`config.mk`:
```
export PLATFORM = sky130hd
export DESIGN_NAME = apb3_slot_timeout_mux
export DESIGN_NICKNAME = d
export VERILOG_FILES = /design/src/rtl/apb3_slot_timeout_mux.sv
export SDC_FILE = /design/constraint.sdc
export NUM_CORES = 1
export LEC_CHECK = 0
export ABC_AREA = 1
export CORE_AREA = 2 2 125 127
export DETAILED_ROUTE_END_ITERATION = 16
export DIE_AREA = 0 0 127 129
export MAX_ROUTING_LAYER = met4
export PLACE_DENSITY = 0.7
export SLEW_MARGIN = 20
export SYNTH_ARGS = -nofsm -noshare
export SYNTH_HDL_FRONTEND = slang
export SYNTH_SLANG_ARGS = --single-unit
```
`constraint.sdc`:
```
create_clock -name HCLK -period 2.2 [get_ports HCLK]
set_input_delay 0.44 -clock HCLK [delete_from_list [all_inputs] [get_ports HCLK]]
set_output_delay 0.44 -clock HCLK [all_outputs]
set_load 0.01 [all_outputs]
```
`src/rtl/apb3_slot_timeout_mux.sv`:
```
// apb3_slot_timeout_mux
// APB3 fan-out stage placed after the AHB-to-APB3 bridge. It decodes the bridge
// master port onto NUM_SLOTS peripheral slots and muxes the slot responses back
// to the bridge. A per-transfer watchdog ends any access that a slave stalls
// for TIMEOUT_CYCLES ACCESS cycles, with PSLVERR=1, so the bridge never hangs.
//
// Optional build macro: APB3_SLOT_QUARANTINE_EN
//   Adds CLR_QUAR. A slot that times out is quarantined: later accesses to it
//   get an immediate error response and never reach the slot, until its
//   CLR_QUAR bit is pulsed. A timeout and a clear in the same cycle leave the
//   slot quarantined.
//
// Ports
//   HCLK, HRESET                    clock and synchronous active-high reset
//   PSEL/PENABLE/PWRITE/PADDR/PWDATA   APB3 request from the bridge
//   PRDATA/PREADY/PSLVERR           response to the bridge (combinational)
//   PSELS                           one-hot slot selects (combinational)
//   PENABLE_S/PWRITE_S/PADDR_S/PWDATA_S   request forwarded to all slots
//   PRDATA_S/PREADY_S/PSLVERR_S     per-slot responses, slot n data at
//                                   [n*DATA_WIDTH +: DATA_WIDTH]
//   CLR_QUAR                        quarantine clear, one bit per slot (macro only)
//   TIMEOUT_EVT                     one-cycle pulse after a timed-out completion
//   TIMEOUT_CNT                     saturating count of timeouts
//   LAST_TO_SLOT                    slot index of the most recent timeout
module apb3_slot_timeout_mux #(
    parameter int unsigned NUM_SLOTS      = 4,
    parameter int unsigned DATA_WIDTH     = 32,
    parameter int unsigned ADDR_WIDTH     = 32,
    parameter int unsigned SLOT_SEL_LSB   = 8,
    parameter int unsigned TIMEOUT_CYCLES = 16
) (
    input  logic                            HCLK,
    input  logic                            HRESET,
    input  logic                            PSEL,
    input  logic                            PENABLE,
    input  logic                            PWRITE,
    input  logic [ADDR_WIDTH-1:0]           PADDR,
    input  logic [DATA_WIDTH-1:0]           PWDATA,
    output logic [DATA_WIDTH-1:0]           PRDATA,
    output logic                            PREADY,
    output logic                            PSLVERR,
    output logic [NUM_SLOTS-1:0]            PSELS,
    output logic                            PENABLE_S,
    output logic                            PWRITE_S,
    output logic [ADDR_WIDTH-1:0]           PADDR_S,
    output logic [DATA_WIDTH-1:0]           PWDATA_S,
    input  logic [NUM_SLOTS*DATA_WIDTH-1:0] PRDATA_S,
    input  logic [NUM_SLOTS-1:0]            PREADY_S,
    input  logic [NUM_SLOTS-1:0]            PSLVERR_S,
`ifdef APB3_SLOT_QUARANTINE_EN
    input  logic [NUM_SLOTS-1:0]            CLR_QUAR,
`endif
    output logic                            TIMEOUT_EVT,
    output logic [7:0]                      TIMEOUT_CNT,
    output logic [3:0]                      LAST_TO_SLOT
);

    localparam int unsigned WD_W = $clog2(TIMEOUT_CYCLES + 1);

    localparam logic [1:0] IDLE   = 2'd0;
    localparam logic [1:0] SETUP  = 2'd1;
    localparam logic [1:0] ACCESS = 2'd2;

    logic [1:0]            state;
    logic [1:0]            stateNext;
    logic [WD_W-1:0]       wdCnt;
    logic [WD_W-1:0]       wdNext;
    logic [WD_W-1:0]       wdEff;
    logic [3:0]            idx;
    logic                  idxValid;
    logic                  blocked;
    logic                  slotReady;
    logic                  slotErr;
    logic [DATA_WIDTH-1:0] slotData;
    logic                  accessCycle;
    logic                  toFired;

`ifdef APB3_SLOT_QUARANTINE_EN
    logic [NUM_SLOTS-1:0]  quarMask;
    logic [NUM_SLOTS-1:0]  quarNext;
`endif

    // Slot decode and response select; looping avoids indexing past NUM_SLOTS
    always_comb begin
        idx       = PADDR[SLOT_SEL_LSB +: 4];
        idxValid  = ({1'b0, idx} < 5'(NUM_SLOTS));
        blocked   = 1'b0;
        slotReady = 1'b0;
        slotErr   = 1'b0;
        slotData  = '0;
        for (int i = 0; i < NUM_SLOTS; i++) begin
            if (idx == 4'(i)) begin
                slotReady = PREADY_S[i];
                slotErr   = PSLVERR_S[i];
                slotData  = PRDATA_S[i*DATA_WIDTH +: DATA_WIDTH];
`ifdef APB3_SLOT_QUARANTINE_EN
                blocked   = quarMask[i];
`endif
            end
        end
    end

    // Zero-latency forward path to the slots
    always_comb begin
        PSELS = '0;
        for (int i = 0; i < NUM_SLOTS; i++) begin
            PSELS[i] = PSEL & (idx == 4'(i)) & ~blocked;
        end
        PENABLE_S = PENABLE & ~toFired;
        PWRITE_S  = PWRITE;
        PADDR_S   = PADDR;
        PWDATA_S  = PWDATA;
    end

    // Next state, watchdog and bridge response
    always_comb begin
        stateNext = state;
        wdNext    = '0;
        PREADY    = 1'b0;
        PSLVERR   = 1'b0;
        PRDATA    = '0;
        toFired   = 1'b0;

        // PSEL&PENABLE straight out of IDLE is served as an ACCESS cycle
        accessCycle = PSEL & PENABLE;
        // The count only carries over between waited ACCESS cycles
        wdEff = (state == ACCESS) ? wdCnt : '0;

        if (accessCycle) begin
            if (!idxValid || blocked) begin
                PREADY  = 1'b1;
                PSLVERR = 1'b1;
            end else if (slotReady) begin
                PREADY  = 1'b1;
                PSLVERR = slotErr;
                PRDATA  = slotData;
            end else if (wdEff == WD_W'(TIMEOUT_CYCLES - 1)) begin
                PREADY  = 1'b1;
                PSLVERR = 1'b1;
                toFired = 1'b1;
            end else begin
                wdNext = (wdEff == '1) ? wdEff : wdEff + WD_W'(1);
            end
        end

        if (!PSEL) begin
            stateNext = IDLE;
        end else if (!PENABLE) begin
            stateNext = SETUP;
        end else if (PREADY) begin
            stateNext = IDLE;
        end else begin
            stateNext = ACCESS;
        end
    end

`ifdef APB3_SLOT_QUARANTINE_EN
    // Timeout sets the slot's bit after the clear so that set wins
    always_comb begin
        quarNext = quarMask & ~CLR_QUAR;
        for (int i = 0; i < NUM_SLOTS; i++) begin
            if (toFired && (idx == 4'(i))) begin
                quarNext[i] = 1'b1;
            end
        end
    end
`endif

    // State, watchdog and timeout bookkeeping registers
    always_ff @(posedge HCLK) begin
        if (HRESET) begin
            state        <= IDLE;
            wdCnt        <= '0;
            TIMEOUT_EVT  <= 1'b0;
            TIMEOUT_CNT  <= 8'd0;
            LAST_TO_SLOT <= 4'd0;
`ifdef APB3_SLOT_QUARANTINE_EN
            quarMask     <= '0;
`endif
        end else begin
            state       <= stateNext;
            wdCnt       <= wdNext;
            TIMEOUT_EVT <= toFired;
            if (toFired) begin
                LAST_TO_SLOT <= idx;
                if (TIMEOUT_CNT != 8'hFF) begin
                    TIMEOUT_CNT <= TIMEOUT_CNT + 8'd1;
                end
            end
`ifdef APB3_SLOT_QUARANTINE_EN
            quarMask <= quarNext;
`endif
        end
    end

endmodule

```
==> impl_metrics.yaml <==
yosys:
  synth-seq-cells: 20
  synth_edf_count: 0
  synth_area_leaders: "buf_4 19%, dfxtp_1 15%, nand3_1 10%"
  yosys.area.top_type: "buf_4"
  yosysSeqAreaShare: 0.1532
  ys_types: 30
  synth_async_sr_flop_share: 0
  synth_flop_cell: "dfxtp_1"
  postSynthAreaPerCell_um2: 6.283
  syn_nets: 623
  yosys_warnings: 0
  synthesis.area_um2: 2614
  syn_inst: 416
  synth_top_area_frac: 0.1924
worst_setup_path:
  endpoint_kind: "output pin"
  reg2regPathDepth: 14
  cp_max_fo: 5
  cp-start-kind: "input port"
  cp.required_ns: 1.76
  worstPathArrival_ns: 1.85
  critPathKind: "input port to output pin"
detailed_routing:
  drcViolationCount: 0
  antenna_left: 0
  drt_iter0_drc: 228
  routedWlPerCell_um: 18.08
  vias: 3765
  viasPerCell: 4.665
  wl_um: 14590
  first_pass_iters: 7
final_layout:
  fillers: 1504
  final_common_cell: "clkdlybuf4s50_1"
  syn2layout_area_growth_pct: 119.6
  fin_util: 0.3833
  most-common-layout-cells: "150 x clkdlybuf4s50_1, 58 x buf_4, 48 x nand2_1"
  final_area_um2: 5741
  n_antenna_cell: 0
  regArea_um2: 401.6
  finalNonFillerCells: 807
  nNetsFinal: 827
  multiInputGateArea_um2: 1993
  final_layout_size_suffix_gt1_frac: 0.3700
power:
  powerDensity_nw_per_um2: 252.2
  report.power.total_mw: 1.448
  ir_drop_mv: 0.2241
  p_leak_nw: 2.334
cts:
  cts-buffers-inserted: 3
  cts_buffer_depth: 2
  clk_pin_slew_ns: 0.06
  cts_root_buf: "clkbuf_16"
  clock-sinks: 20
  h-tree-depth: 1
  clkLatencyLatePin_ns: 0.26
  hold_buffers: 0
  cts_tree: "done"
min_path:
  holdPathStages: 2
  hold_path.class: "register to register"
sta:
  setup-violations-final: 21
  fin_ws_ns: -0.08760
  fin_crit_ns: 2.288
  rsz0062_at_grt: "yes"
  tns_ns: -1.111
  fmax_ghz: 0.4371
  timing.final.crit_share: 1.040
  slew_headroom: 0.7489
  slew_viol_final: 0
  fin_skew_ns: 0.003272
  tightest_slew_ns: 0.3753
  hold_viol: 0
global_routing:
  grt_usage: 0.1582
  grt_pass1_wl_um: 19740
  antenna_found_initial: 0
  grt-ovfl-total: 0
  grt_pass1_vias: 3593
  grt_max_degree: 35
floorplanning:
  start_util: 0.1745
  die_w_um: 127
  ios: 322
  die_area_um2: 16380
  coreArea_um2: 14980
  die_h_um: 129
  rows: 45
status:
  violations: "setup timing"
  status: "complete, but fails checks"
run:
  maxCapViolations: 0
placement:
  gp_congestion: 0.7820
  placed_area_um2: 4720
  placed_cells: 758
  port_buffers: 199
  dp.final_hpwl_um: 9820
logic make-up after synthesis:
kind of cell / share of synthesized area
AND/OR/NAND/NOR: 0.3514
buffers and inverters: 0.2772
AO/OA/AOI/OAI: 0.1953
flip-flops: 0.1532
XOR/XNOR: 0.01341
adder cells (fa/ha/maj): 0.009572
state kept, by name, indices dropped and copies added (netlist names):
register	count
TIMEOUT_CNT	8
wdCnt	5
LAST_TO_SLOT	4
state	2
TIMEOUT_EVT	1
cell type report:
cell class / count / share of cell area
Tap cell: 188 / 0.04098
Multi-Input combinational cell: 278 / 0.3472
Sequential cell: 20 / 0.06997
Inverter: 24 / 0.01744
Timing Repair Buffer: 293 / 0.5089
Clock buffer: 4 / 0.01548
worst paths after layout:
check	start	end	slack, ns
min reg2reg	LAST_TO_SLOT[2]	LAST_TO_SLOT[2]	0.45
max	PADDR[9]	PRDATA[4]	-0.09
min	LAST_TO_SLOT[2]	LAST_TO_SLOT[2]	0.45
max reg2reg	state[0]	TIMEOUT_CNT[2]	0.16
synthesized netlist by cell type (5+ instances only):
cell type and count:
buf_4 67, nand2_1 57, nand3_1 54, nor3_1 31, a31oi_1 30, o22ai_1 28, nor2_1 26, dfxtp_1 20
buf_2 18, inv_1 18, a21oi_1 13, clkbuf_1 8, o21ai_0 7, inv_2 6, nor2_4 6, nand4_1 5
report_power, final:
part / internal, mW / switching, mW / leakage (nW)
Clock: 0.277 / 0.142 / 0.0442
Combinational: 0.403 / 0.260 / 2.13
Sequential: 0.364 / 0.000878 / 0.162
critical path, stage by stage:
cell	delay, ns
buf_4	0.15
buf_8	0.14
nand2_4	0.07
inv_2	0.05
nand3_4	0.08
nand2_2	0.08
o21ai_4	0.33
buf_6	0.19
buf_16	0.13
nor3_4	0.04
buf_2	0.15
through the flow:
stage,setup WS [ns],hold WS (ns)
after floorplan,0.2215,0.4797
after global placement,-0.8090,0.4417
after detailed placement,-0.8276,0.4458
after CTS,-0.1594,0.4532
after global routing,-0.2041,0.4703
final,-0.08760,0.4489
timing repair:
item                                    in CTS  in global routing
pin swaps                                   35                 23
resized for setup                          253                 67
gates cloned                                 4                  6
endpoints found under the setup margin      43                 46
endpoints found under the hold margin        0                  0
buffers inserted                            26                 17
layer usage:
layer | track usage | wire length [um] | up-vias | part of all wire
met3 | 0.03119 | 1073 | 44 | 0.074
met1 | 0.1859 | 5837 | 1733 | 0.40
met4 | 0.06399 | 467 | 0 | 0.032
met5 | - | 0 | - | 0
met2 | 0.2660 | 7213 | 191 | 0.49
li1 | - | - | 1797 | -
Power figures use the tool's default switching activity.
